===== config.mk =====
export PLATFORM = sky130hd
export DESIGN_NAME = acl2_mode_sequencer_flat
export DESIGN_NICKNAME = d
export VERILOG_FILES = /design/src/rtl/acl2_mode_sequencer_if.sv /design/src/rtl/acl2_mode_sequencer.sv /design/src/flat_wrapper.sv
export SDC_FILE = /design/constraint.sdc
export NUM_CORES = 1
export LEC_CHECK = 0
export CAP_MARGIN = 20
export CORE_MARGIN = 2
export CORE_UTILIZATION = 62
export CTS_CLUSTER_SIZE = 20
export DETAILED_ROUTE_END_ITERATION = 7
export GPL_TIMING_DRIVEN = 1
export PLACE_DENSITY = 0.93
export SLEW_MARGIN = 20
export SYNTH_ARGS = -nofsm -noshare
export SYNTH_HDL_FRONTEND = slang
export SYNTH_SLANG_ARGS = --single-unit

===== constraint.sdc =====
create_clock -name i_clk_20mhz -period 6.5 [get_ports i_clk_20mhz]
set_input_delay 0.975 -clock i_clk_20mhz [delete_from_list [all_inputs] [get_ports i_clk_20mhz]]
set_output_delay 0.975 -clock i_clk_20mhz [all_outputs]
set_load 0.01 [all_outputs]

===== src/rtl/acl2_mode_sequencer_if.sv =====
// acl2_mode_sequencer_if
// Groups the request, handshake and status signals that pass between the
// UI/driver side and the ACL2 mode sequencer.
//   slave  : the sequencer view (samples i_*, drives o_*)
//   master : the environment view (drives i_*, samples o_*)
// Signals:
//   i_start                 run request level
//   i_mode_linked           1 = linked mode, 0 = measurement mode
//   i_command_ready         driver command-ready handshake
//   i_data_valid            driver data-valid pulse
//   i_enum_active[3:0]      active preset enum
//   i_enum_inactive[3:0]    inactive preset enum
//   o_cmd_*                 one-cycle command pulses to the driver
//   o_running               sequencer is in run
//   o_fault                 sequencer is in fault
//   o_fault_code[1:0]       0 none, 1 ack timeout, 2 done timeout, 3 watchdog
//   o_sample_count[15:0]    data-valid pulses counted in run
interface acl2_mode_sequencer_if;
    logic        i_start;
    logic        i_mode_linked;
    logic        i_command_ready;
    logic        i_data_valid;
    logic [3:0]  i_enum_active;
    logic [3:0]  i_enum_inactive;
    logic        o_cmd_soft_reset_acl2;
    logic        o_cmd_init_linked_mode;
    logic        o_cmd_start_linked_mode;
    logic        o_cmd_init_measur_mode;
    logic        o_cmd_start_measur_mode;
    logic        o_running;
    logic        o_fault;
    logic [1:0]  o_fault_code;
    logic [15:0] o_sample_count;

    modport slave (
        input  i_start, i_mode_linked, i_command_ready, i_data_valid,
               i_enum_active, i_enum_inactive,
        output o_cmd_soft_reset_acl2, o_cmd_init_linked_mode,
               o_cmd_start_linked_mode, o_cmd_init_measur_mode,
               o_cmd_start_measur_mode, o_running, o_fault, o_fault_code,
               o_sample_count
    );

    modport master (
        output i_start, i_mode_linked, i_command_ready, i_data_valid,
               i_enum_active, i_enum_inactive,
        input  o_cmd_soft_reset_acl2, o_cmd_init_linked_mode,
               o_cmd_start_linked_mode, o_cmd_init_measur_mode,
               o_cmd_start_measur_mode, o_running, o_fault, o_fault_code,
               o_sample_count
    );
endinterface


===== src/rtl/acl2_mode_sequencer.sv =====
// acl2_mode_sequencer
// Supervisory controller for the ACL2 custom driver. Issues soft reset, init
// and start command pulses through the driver's command-ready handshake,
// re-initialises on preset changes, counts measurement samples and watches
// the data-valid stream with a watchdog.
// Ports:
//   i_clk_20mhz    20 MHz clock
//   i_rstn_20mhz   asynchronous active-low reset
//   bus            acl2_mode_sequencer_if.slave (requests, handshake, status)
// Optional feature macro: ACL2_SEQ_AUTO_RECOVER_EN
//   defined     : fault waits the reset delay, then restarts (i_start = 1)
//                 or returns to idle (i_start = 0)
//   not defined : fault is left only when i_start = 0 is seen
module acl2_mode_sequencer #(
    parameter int unsigned parm_fast_simulation = 0,
    parameter int unsigned parm_ack_timeout     = 2000,
    parameter int unsigned parm_done_timeout    = 2000000,
    parameter int unsigned parm_reset_delay     = 200000,
    parameter int unsigned parm_watchdog        = 4000000
) (
    input  logic                        i_clk_20mhz,
    input  logic                        i_rstn_20mhz,
    acl2_mode_sequencer_if.slave        bus
);

    // Fast simulation shrinks every limit by 1000 but never below one cycle.
    function automatic logic [31:0] scaleLimit(input logic [31:0] v);
        logic [31:0] s;
        s = (parm_fast_simulation != 0) ? (v / 32'd1000) : v;
        if (s == 32'd0) s = 32'd1;
        return s;
    endfunction

    localparam logic [31:0] ACK_LIM  = scaleLimit(parm_ack_timeout);
    localparam logic [31:0] DONE_LIM = scaleLimit(parm_done_timeout);
    localparam logic [31:0] RST_LIM  = scaleLimit(parm_reset_delay);
    localparam logic [31:0] WD_LIM   = scaleLimit(parm_watchdog);

    typedef enum logic [2:0] {
        ST_IDLE, ST_SOFT_RESET, ST_RST_DELAY, ST_INIT, ST_START, ST_RUN, ST_FAULT
    } state_t;

    typedef enum logic [1:0] {
        PH_ISSUE, PH_WAIT_LOW, PH_WAIT_HIGH
    } phase_t;

    state_t      state_q;
    phase_t      phase_q;
    logic [31:0] timer_q;
    logic        stopping_q;
    logic        modeLinked_q;
    logic [3:0]  enumActive_q;
    logic [3:0]  enumInactive_q;
    logic        softReset_q;
    logic        initLinked_q;
    logic        startLinked_q;
    logic        initMeasur_q;
    logic        startMeasur_q;
    logic        running_q;
    logic        fault_q;
    logic [1:0]  faultCode_q;
    logic [15:0] sampleCount_q;

    // One timer serves every state: handshake phases, reset delay, run
    // watchdog and fault recovery. It is cleared on every state/phase entry.
    // stopping_q marks a soft reset entered from a stop request, which ends
    // in idle instead of continuing to the reset delay.
    always_ff @(posedge i_clk_20mhz or negedge i_rstn_20mhz) begin
        if (!i_rstn_20mhz) begin
            state_q        <= ST_IDLE;
            phase_q        <= PH_ISSUE;
            timer_q        <= '0;
            stopping_q     <= 1'b0;
            modeLinked_q   <= 1'b0;
            enumActive_q   <= '0;
            enumInactive_q <= '0;
            softReset_q    <= 1'b0;
            initLinked_q   <= 1'b0;
            startLinked_q  <= 1'b0;
            initMeasur_q   <= 1'b0;
            startMeasur_q  <= 1'b0;
            running_q      <= 1'b0;
            fault_q        <= 1'b0;
            faultCode_q    <= 2'd0;
            sampleCount_q  <= '0;
        end else begin
            softReset_q   <= 1'b0;
            initLinked_q  <= 1'b0;
            startLinked_q <= 1'b0;
            initMeasur_q  <= 1'b0;
            startMeasur_q <= 1'b0;

            case (state_q)
                ST_IDLE: begin
                    if (bus.i_start) begin
                        state_q    <= ST_SOFT_RESET;
                        phase_q    <= PH_ISSUE;
                        stopping_q <= 1'b0;
                    end
                end

                ST_SOFT_RESET, ST_INIT, ST_START: begin
                    case (phase_q)
                        PH_ISSUE: begin
                            if (bus.i_command_ready) begin
                                case (state_q)
                                    ST_SOFT_RESET: softReset_q <= 1'b1;
                                    ST_INIT: begin
                                        initLinked_q <= modeLinked_q;
                                        initMeasur_q <= !modeLinked_q;
                                    end
                                    default: begin
                                        startLinked_q <= modeLinked_q;
                                        startMeasur_q <= !modeLinked_q;
                                    end
                                endcase
                                phase_q <= PH_WAIT_LOW;
                                timer_q <= '0;
                            end
                        end
                        PH_WAIT_LOW: begin
                            if (!bus.i_command_ready) begin
                                phase_q <= PH_WAIT_HIGH;
                                timer_q <= '0;
                            end else if (timer_q >= ACK_LIM - 32'd1) begin
                                state_q     <= ST_FAULT;
                                phase_q     <= PH_ISSUE;
                                timer_q     <= '0;
                                fault_q     <= 1'b1;
                                faultCode_q <= 2'd1;
                            end else begin
                                timer_q <= timer_q + 32'd1;
                            end
                        end
                        PH_WAIT_HIGH: begin
                            if (bus.i_command_ready) begin
                                phase_q <= PH_ISSUE;
                                timer_q <= '0;
                                case (state_q)
                                    ST_SOFT_RESET: begin
                                        state_q    <= stopping_q ? ST_IDLE : ST_RST_DELAY;
                                        stopping_q <= 1'b0;
                                    end
                                    ST_INIT: state_q <= ST_START;
                                    default: begin
                                        state_q       <= ST_RUN;
                                        running_q     <= 1'b1;
                                        sampleCount_q <= '0;
                                    end
                                endcase
                            end else if (timer_q >= DONE_LIM - 32'd1) begin
                                state_q     <= ST_FAULT;
                                phase_q     <= PH_ISSUE;
                                timer_q     <= '0;
                                fault_q     <= 1'b1;
                                faultCode_q <= 2'd2;
                            end else begin
                                timer_q <= timer_q + 32'd1;
                            end
                        end
                        default: phase_q <= PH_ISSUE;
                    endcase
                end

                ST_RST_DELAY: begin
                    if (timer_q >= RST_LIM - 32'd1) begin
                        state_q        <= ST_INIT;
                        phase_q        <= PH_ISSUE;
                        timer_q        <= '0;
                        modeLinked_q   <= bus.i_mode_linked;
                        enumActive_q   <= bus.i_enum_active;
                        enumInactive_q <= bus.i_enum_inactive;
                    end else begin
                        timer_q <= timer_q + 32'd1;
                    end
                end

                // Exits in priority order: watchdog, stop, preset change.
                // A data-valid in an exit cycle is still counted.
                ST_RUN: begin
                    if (bus.i_data_valid) begin
                        sampleCount_q <= sampleCount_q + 16'd1;
                    end
                    if (timer_q >= WD_LIM - 32'd1) begin
                        state_q     <= ST_FAULT;
                        timer_q     <= '0;
                        running_q   <= 1'b0;
                        fault_q     <= 1'b1;
                        faultCode_q <= 2'd3;
                    end else if (!bus.i_start) begin
                        state_q    <= ST_SOFT_RESET;
                        phase_q    <= PH_ISSUE;
                        timer_q    <= '0;
                        running_q  <= 1'b0;
                        stopping_q <= 1'b1;
                    end else if ((bus.i_enum_active != enumActive_q) ||
                                 (bus.i_enum_inactive != enumInactive_q)) begin
                        state_q        <= ST_INIT;
                        phase_q        <= PH_ISSUE;
                        timer_q        <= '0;
                        running_q      <= 1'b0;
                        modeLinked_q   <= bus.i_mode_linked;
                        enumActive_q   <= bus.i_enum_active;
                        enumInactive_q <= bus.i_enum_inactive;
                    end else begin
                        timer_q <= bus.i_data_valid ? 32'd0 : (timer_q + 32'd1);
                    end
                end

                ST_FAULT: begin
`ifdef ACL2_SEQ_AUTO_RECOVER_EN
                    if (timer_q >= RST_LIM - 32'd1) begin
                        state_q     <= bus.i_start ? ST_SOFT_RESET : ST_IDLE;
                        phase_q     <= PH_ISSUE;
                        timer_q     <= '0;
                        stopping_q  <= 1'b0;
                        fault_q     <= 1'b0;
                        faultCode_q <= 2'd0;
                    end else begin
                        timer_q <= timer_q + 32'd1;
                    end
`else
                    if (!bus.i_start) begin
                        state_q     <= ST_IDLE;
                        phase_q     <= PH_ISSUE;
                        timer_q     <= '0;
                        fault_q     <= 1'b0;
                        faultCode_q <= 2'd0;
                    end
`endif
                end

                default: begin
                    state_q <= ST_IDLE;
                    phase_q <= PH_ISSUE;
                end
            endcase
        end
    end

    assign bus.o_cmd_soft_reset_acl2   = softReset_q;
    assign bus.o_cmd_init_linked_mode  = initLinked_q;
    assign bus.o_cmd_start_linked_mode = startLinked_q;
    assign bus.o_cmd_init_measur_mode  = initMeasur_q;
    assign bus.o_cmd_start_measur_mode = startMeasur_q;
    assign bus.o_running               = running_q;
    assign bus.o_fault                 = fault_q;
    assign bus.o_fault_code            = faultCode_q;
    assign bus.o_sample_count          = sampleCount_q;

endmodule


===== src/flat_wrapper.sv =====
// flat-port wrapper written by rule: the top's interface ports become plain ports
module acl2_mode_sequencer_flat 
#(
    parameter int unsigned parm_fast_simulation = 0,
    parameter int unsigned parm_ack_timeout     = 2000,
    parameter int unsigned parm_done_timeout    = 2000000,
    parameter int unsigned parm_reset_delay     = 200000,
    parameter int unsigned parm_watchdog        = 4000000
)
  (i_clk_20mhz, i_rstn_20mhz, bus_i_start, bus_i_mode_linked, bus_i_command_ready, bus_i_data_valid, bus_i_enum_active, bus_i_enum_inactive, bus_o_cmd_soft_reset_acl2, bus_o_cmd_init_linked_mode, bus_o_cmd_start_linked_mode, bus_o_cmd_init_measur_mode, bus_o_cmd_start_measur_mode, bus_o_running, bus_o_fault, bus_o_fault_code, bus_o_sample_count);
  acl2_mode_sequencer_if bus_i ();
  input  logic i_clk_20mhz;
  input  logic i_rstn_20mhz;
  input wire logic [$bits(bus_i.i_start)-1:0] bus_i_start;
  input wire logic [$bits(bus_i.i_mode_linked)-1:0] bus_i_mode_linked;
  input wire logic [$bits(bus_i.i_command_ready)-1:0] bus_i_command_ready;
  input wire logic [$bits(bus_i.i_data_valid)-1:0] bus_i_data_valid;
  input wire logic [$bits(bus_i.i_enum_active)-1:0] bus_i_enum_active;
  input wire logic [$bits(bus_i.i_enum_inactive)-1:0] bus_i_enum_inactive;
  output wire logic [$bits(bus_i.o_cmd_soft_reset_acl2)-1:0] bus_o_cmd_soft_reset_acl2;
  output wire logic [$bits(bus_i.o_cmd_init_linked_mode)-1:0] bus_o_cmd_init_linked_mode;
  output wire logic [$bits(bus_i.o_cmd_start_linked_mode)-1:0] bus_o_cmd_start_linked_mode;
  output wire logic [$bits(bus_i.o_cmd_init_measur_mode)-1:0] bus_o_cmd_init_measur_mode;
  output wire logic [$bits(bus_i.o_cmd_start_measur_mode)-1:0] bus_o_cmd_start_measur_mode;
  output wire logic [$bits(bus_i.o_running)-1:0] bus_o_running;
  output wire logic [$bits(bus_i.o_fault)-1:0] bus_o_fault;
  output wire logic [$bits(bus_i.o_fault_code)-1:0] bus_o_fault_code;
  output wire logic [$bits(bus_i.o_sample_count)-1:0] bus_o_sample_count;
  assign bus_i.i_start = bus_i_start;
  assign bus_i.i_mode_linked = bus_i_mode_linked;
  assign bus_i.i_command_ready = bus_i_command_ready;
  assign bus_i.i_data_valid = bus_i_data_valid;
  assign bus_i.i_enum_active = bus_i_enum_active;
  assign bus_i.i_enum_inactive = bus_i_enum_inactive;
  assign bus_o_cmd_soft_reset_acl2 = bus_i.o_cmd_soft_reset_acl2;
  assign bus_o_cmd_init_linked_mode = bus_i.o_cmd_init_linked_mode;
  assign bus_o_cmd_start_linked_mode = bus_i.o_cmd_start_linked_mode;
  assign bus_o_cmd_init_measur_mode = bus_i.o_cmd_init_measur_mode;
  assign bus_o_cmd_start_measur_mode = bus_i.o_cmd_start_measur_mode;
  assign bus_o_running = bus_i.o_running;
  assign bus_o_fault = bus_i.o_fault;
  assign bus_o_fault_code = bus_i.o_fault_code;
  assign bus_o_sample_count = bus_i.o_sample_count;
  acl2_mode_sequencer #(.parm_fast_simulation(parm_fast_simulation), .parm_ack_timeout(parm_ack_timeout), .parm_done_timeout(parm_done_timeout), .parm_reset_delay(parm_reset_delay), .parm_watchdog(parm_watchdog)) u_core (.i_clk_20mhz(i_clk_20mhz), .i_rstn_20mhz(i_rstn_20mhz), .bus(bus_i));
endmodule

==> impl_metrics.toml, run 1 <==
[status]
status = "finished, final reports clean"

[power_and_ir_drop]
pwr-share-clk = 0.197
power.total_mw = 1.62
p_int_mw = 0.954
peakVddDrop_mv = 0.273
power_frac_seq = 0.387
power.density_nw_per_um2 = 340
power.leakage_nw = 2.08
comb_power_share = 0.416
switching_power_mw = 0.663
p_sw_frac = 0.410

[timing]
finalCritPeriodShare = 0.520
tightest_slew_ps = 909
rsz0062_at_grt = "no"
fin_hold_ws_ps = 496
fmax_mhz = 296
fin_skew_ps = 7.51
finalHoldViolCount = 0
tns_ps = 0
final_max_slew_viol_count = 0
period_needed_ps = 3380
maxSlewHeadroom = 0.393
setup_violations = 0

[cts]
clock_latency_ps = 360
postCtsSetupBuffers = 0
cts_root_buf = "clkbuf_8"
cts_sinks = 72
htreeDepth = 3
clk_pin_slew_ps = 70
ctsHoldBuffers = 0
cts_tree = "built"
cts-buffers-inserted = 9
cts_resized = 0
clockBufferDepth = 2

[place]
gp_congestion = 0.979
io_buffers = 38
placed_cell_area_um2 = 4580
hpwl_mm = 6.85

[yosys]
synth-edff-count = 0
yosysWarnings = 0
avgSynthCellArea_um2 = 8.93
synth_cell_types = 55
ys_seq_area_frac = 0.429
synthesis.area_um2 = 4200
ys.flop_type = "dfrtp_1"
synth_nets = 490
synth_seq_cells = 72
async_flop_share = 1.00
syn_inst = 470

[worst_setup_path]
worst_path_max_delay_cell = "o32a_1"
crit_arrival_ps = 3620
max_stage_delay_ps = 680
required_ps = 6750
path_cells = "clkdlybuf4s50_1 > nand2b_1 > a31oi_1 > o32a_1 > nor2_1 > buf_4 > nor2_1"
critPathMaxFanout = 27
crit_path_end_kind = "register"
start_kind = "input port"
crit_path_frequent_cell = "nor2_1"
worstSetupPathType = "in2reg"

[routing]
drt_iter0_drc = 294
wl_met2_mm = 4.96
viasPerCell = 6.49
drt_wl_total_mm = 10.0
vias = 3755
route.detailed.drc = 0
highest-signal-layer = "met4"
post_drt_wl_per_cell_um = 17.3
final_antenna_net_count = 0
met1_length_mm = 4.05
first_pass_iters = 5
dr_wl_met3_um = 655

[run]
max-cap-violations = 0

[layout]
register_area_um2 = 1800
layout_commonest_cell = "dfrtp_1"
final_cell_mix = "72 x dfrtp_1, 55 x nand2_1, 50 x nor2_1"
fillers = 443
areaGrowthSynthToFinish_pct = 13.2
post-route-cell-area_um2 = 4750
drive_above_1_share = 0.0737
antennaDiodeCount = 0
nets = 517
multi_input_area_um2 = 2230

[global_routing]
antenna_found_initial = 0
gr-total-overflow = 0
grt_usage = 0.280
grt_pass1_vias = 3654
grt_pass1_wl_mm = 16.6
grt_max_degree = 73

[die]
start_util = 0.650
coreArea_um2 = 6460
die-area_um2 = 7440
fp.dieW_um = 86.3
row_count = 29
io_pins = 39
dieHeight_um = 86.3

[min_path]
min_path_type = "reg2reg"
-- layer usage --
metal,vias to the layer above,GRT usage
met1,1790,0.342
li1,1729,-
met5,-,0
met4,0,0.128
met2,192,0.481
met3,44,0.0562
-- power groups by stage --
stage	registers (mW)	clock network, mW	logic (mW)
floorplan	0.597	0	0.498
global placement	0.624	0	0.627
detailed placement	0.632	0	0.657
CTS	0.623	0.322	0.667
global route	0.639	0.337	0.736
finish	0.625	0.319	0.673
-- critical path, delay by kind of cell --
kind	cells	cell delay, ps
AO/OA/AOI/OAI	2	810
buffers and inverters	2	930
AND/OR/NAND/NOR	3	900
-- cell families (layout without fill, tap and decap cells) --
logic type	Yosys count	count (layout)	share of synthesized area
and+or+nand+nor	232	232	0.284
buffers and inverters	37	69	0.0385
muxes	13	13	0.0337
adders and majority gates	6	6	0.0179
xor gates and xnor gates	39	39	0.0814
DFF	72	72	0.429
AOI/OAI and AO/OA	71	71	0.115
-- cell usage after synthesis (2+ instances only) --
| library cell | count | area share |
|---|---|---|
| and3_1 | 14 | 0.021 |
| nand2b_1 | 4 | 0.0060 |
| nor4_1 | 12 | 0.018 |
| nor4bb_1 | 3 | 0.0072 |
| o2111ai_1 | 2 | 0.0042 |
| nor2_1 | 50 | 0.045 |
| a21o_1 | 4 | 0.0072 |
| mux2_2 | 9 | 0.024 |
| or4_1 | 3 | 0.0054 |
| a311oi_1 | 2 | 0.0042 |
| ha_1 | 6 | 0.018 |
| inv_1 | 11 | 0.0098 |
| mux2i_1 | 4 | 0.0095 |
| o2111a_1 | 2 | 0.0054 |
| or3_1 | 11 | 0.016 |
| o31ai_1 | 4 | 0.0072 |
| nand3_1 | 25 | 0.030 |
| o21ai_0 | 18 | 0.021 |
| buf_2 | 4 | 0.0048 |
| a21oi_1 | 17 | 0.020 |
| nand4_1 | 16 | 0.024 |
| dfrtp_1 | 72 | 0.43 |
| xnor2_1 | 17 | 0.035 |
| nor2b_1 | 2 | 0.0030 |
| nor3_1 | 15 | 0.018 |
| a221o_1 | 3 | 0.0072 |
| nand2_1 | 55 | 0.049 |
| and4_1 | 4 | 0.0083 |
| a31oi_1 | 4 | 0.0060 |
| and2_1 | 8 | 0.012 |
| a21boi_0 | 4 | 0.0072 |
| nand3b_1 | 2 | 0.0036 |
| a211oi_1 | 2 | 0.0036 |
| clkbuf_1 | 19 | 0.017 |
| xor2_1 | 22 | 0.046 |
-- final timing paths --
check                                    startpoint                                end  slack [ps]  cells after the start
worst min register to register  u_core.modeLinked_q  u_core.bus.o_cmd_init_measur_mode         500                      1
max in group asynchronous              i_rstn_20mhz                 u_core.timer_q[10]        5110                      2
worst max-delay path            bus_i_command_ready                 u_core.timer_q[22]        3120                      7
min in group asynchronous              i_rstn_20mhz      u_core.bus.o_sample_count[13]         820                      2
worst min-delay path            u_core.modeLinked_q  u_core.bus.o_cmd_init_measur_mode         500                      1
worst max register to register    u_core.phase_q[0]                 u_core.timer_q[22]        3390                      8
-- sequential cells by signal, summed over array words and instances (netlist names), 2 cells and up --
| name | flops |
|---|---|
| u_core.timer_q | 32 |
| u_core.bus.o_sample_count | 16 |
| u_core.enumActive_q | 4 |
| u_core.enumInactive_q | 4 |
| u_core.state_q | 3 |
| u_core.bus.o_fault_code | 2 |
| u_core.phase_q | 2 |
-- stage by stage --
step / worst slack (ps) / utilization / instances
2_1_floorplan: 3940 / - / 470
3_3_place_gp: 2960 / 0.709 / 563
3_5_place_dp: 2830 / 0.709 / 563
4_1_cts: 3180 / 0.736 / 579
5_1_grt: 2940 / 0.736 / 579
6_report: 3120 / 0.736 / 579
-- final cells by class --
class                      count  area share
multi-input combinational    361       0.470
sequential                    72       0.379
timing repair buffer          42      0.0853
clock buffer                  11      0.0298
tap                           77      0.0203
inverter                      11     0.00869
clock inverter                 5     0.00685
Note: power is estimated with default switching activity, not from simulation.
==> inputs of run 2 (changes only) <==
- CORE_UTILIZATION: 62 -> 52
- PLACE_DENSITY: 0.93 -> 0.84
- clock period: 6.5 -> 2.87 ns (I/O delays scaled with it)
==> impl_metrics.toml, run 2 (synthesized netlist as in run 1, its figures left out) <==
[timing]
finalCritPeriodShare = 0.935
tns_ps = 0
period_needed_ps = 2680
setup_violations = 0
fmax_mhz = 373
tightest_slew_ps = 787
finalHoldViolCount = 0
rsz0062_at_grt = "no"
final_max_slew_viol_count = 0
fin_skew_ps = 13.7
maxSlewHeadroom = 0.474

[worst_setup_path]
required_ps = 3110
critPathLaunch = "u_core.timer_q[0]"
start_kind = "register"
r2r_start = "u_core.timer_q[0]"
worstSetupPathType = "reg2reg"
reg2regPathDepth = 8
crit_path_end_kind = "register"
critPathMaxFanout = 11
worst_path_max_delay_cell = "o21bai_1"
crit_arrival_ps = 2920
path_cells = "ha_1 > and3_1 > a211o_2 > a21oi_4 > nand2b_1 > nor3_1 > o21bai_1 > mux2_2"
max_stage_delay_ps = 630

[layout]
layout_commonest_cell = "dfrtp_1"
largest-register = "u_core.timer_q"
final_cell_mix = "72 x dfrtp_1, 55 x nand2_1, 50 x nor2_1"
register_area_um2 = 1800
nets = 527
drive_above_1_share = 0.0957
areaGrowthSynthToFinish_pct = 17.8
fillers = 628
largest_register_ffs = 32
final_core_utilization = 0.636
antennaDiodeCount = 0
multi_input_area_um2 = 2240

[cts]
postCtsSetupBuffers = 0
htreeDepth = 3
cts_root_buf = "clkbuf_8"
cts_sinks = 72
ctsHoldBuffers = 0
cts_resized = 0
clk_pin_slew_ps = 80
cts_tree = "built"
cts-buffers-inserted = 9
clockBufferDepth = 2
clock_latency_ps = 360

[routing]
viasPerCell = 6.14
route.detailed.drc = 0
drt_wl_total_mm = 9.67
final_antenna_net_count = 0
drt_iter0_drc = 232
first_pass_iters = 5
vias = 3769
post_drt_wl_per_cell_um = 15.8

[die]
die-area_um2 = 8810
row_count = 32
io_pins = 39
fp.dieW_um = 93.8
dieHeight_um = 93.8
coreArea_um2 = 7770
start_util = 0.540

[global_routing]
grt_use_met3 = 0.0441
grt_max_degree = 49
gr-total-overflow = 0
grt.met2_usage = 0.388
grt_usage = 0.234
antenna_found_initial = 0
met1_usage = 0.292
grt_pass1_wl_mm = 16.6
grt.busiest_layer = "met2"
grt_pass1_vias = 3682

[power_and_ir_drop]
power.leakage_nw = 2.17
peakVddDrop_mv = 0.462
power.density_nw_per_um2 = 817

[status]
status = "finished, final reports clean"

[run]
max-cap-violations = 0

[place]
io_buffers = 38
hpwl_mm = 6.76
gp_congestion = 0.901

[min_path]
min_path_type = "in2async"
==> run 2: cell type report <==
cell class              instances  area share
well taps                     102      0.0258
repair buffers                 52      0.0977
flip-flops and latches         72       0.364
multi-input cells             361       0.452
clock inverters                 5      0.0208
inverters                      11     0.00835
clock buffers                  11      0.0306
==> run 2: metrics by stage <==
step / total power [mW] / hold WS (ps) / cells / area, µm² / setup WS [ps]
after global routing: 4.29 / 128 / 614 / 4940 / 47.0
after CTS: 4.03 / 297 / 614 / 4940 / 195
after floorplan: 2.48 / 135 / 470 / 4200 / 424
after global placement: 2.94 / 467 / 598 / 4680 / 265
final: 4.04 / 75.8 / 614 / 4940 / 186
after detailed placement: 3.01 / 474 / 598 / 4680 / 200
==> run 2: power by group <==
part | leakage (nW) | total (mW) | switching, mW | internal, mW
logic | 1.09 | 1.65 | 0.944 | 0.705
registers | 0.954 | 1.38 | 0.183 | 1.19
clock network | 0.126 | 1.01 | 0.389 | 0.623
==> run 2: metal layers <==
| metal | vias to the layer above | routed length (µm) |
|---|---|---|
| met5 | - | 0 |
| met4 | 0 | 229 |
| met3 | 25 | 429 |
| met2 | 114 | 4790 |
| met1 | 1876 | 4220 |
| li1 | 1754 | - |
==> run 2: final timing paths <==
check,to,slack [ps]
max in group asynchronous,u_core.timer_q[28],2190
hold / removal,u_core.bus.o_sample_count[3],80
setup reg to reg,u_core.enumActive_q[1],190
setup / recovery,u_core.enumActive_q[1],190
hold reg to reg,u_core.bus.o_cmd_init_measur_mode,480
min in group i_clk_20mhz,u_core.bus.o_cmd_init_measur_mode,480
==> run 2: worst max-delay path, delay by kind of cell, from the launching register on <==
| family | cells | cell delay, ps |
|---|---|---|
| AO/OA/AOI/OAI | 3 | 880 |
| multiplexers | 1 | 410 |
| flip-flops | 1 | 380 |
| AND/OR/NAND/NOR | 3 | 440 |
| adder cells (fa/ha/maj) | 1 | 460 |
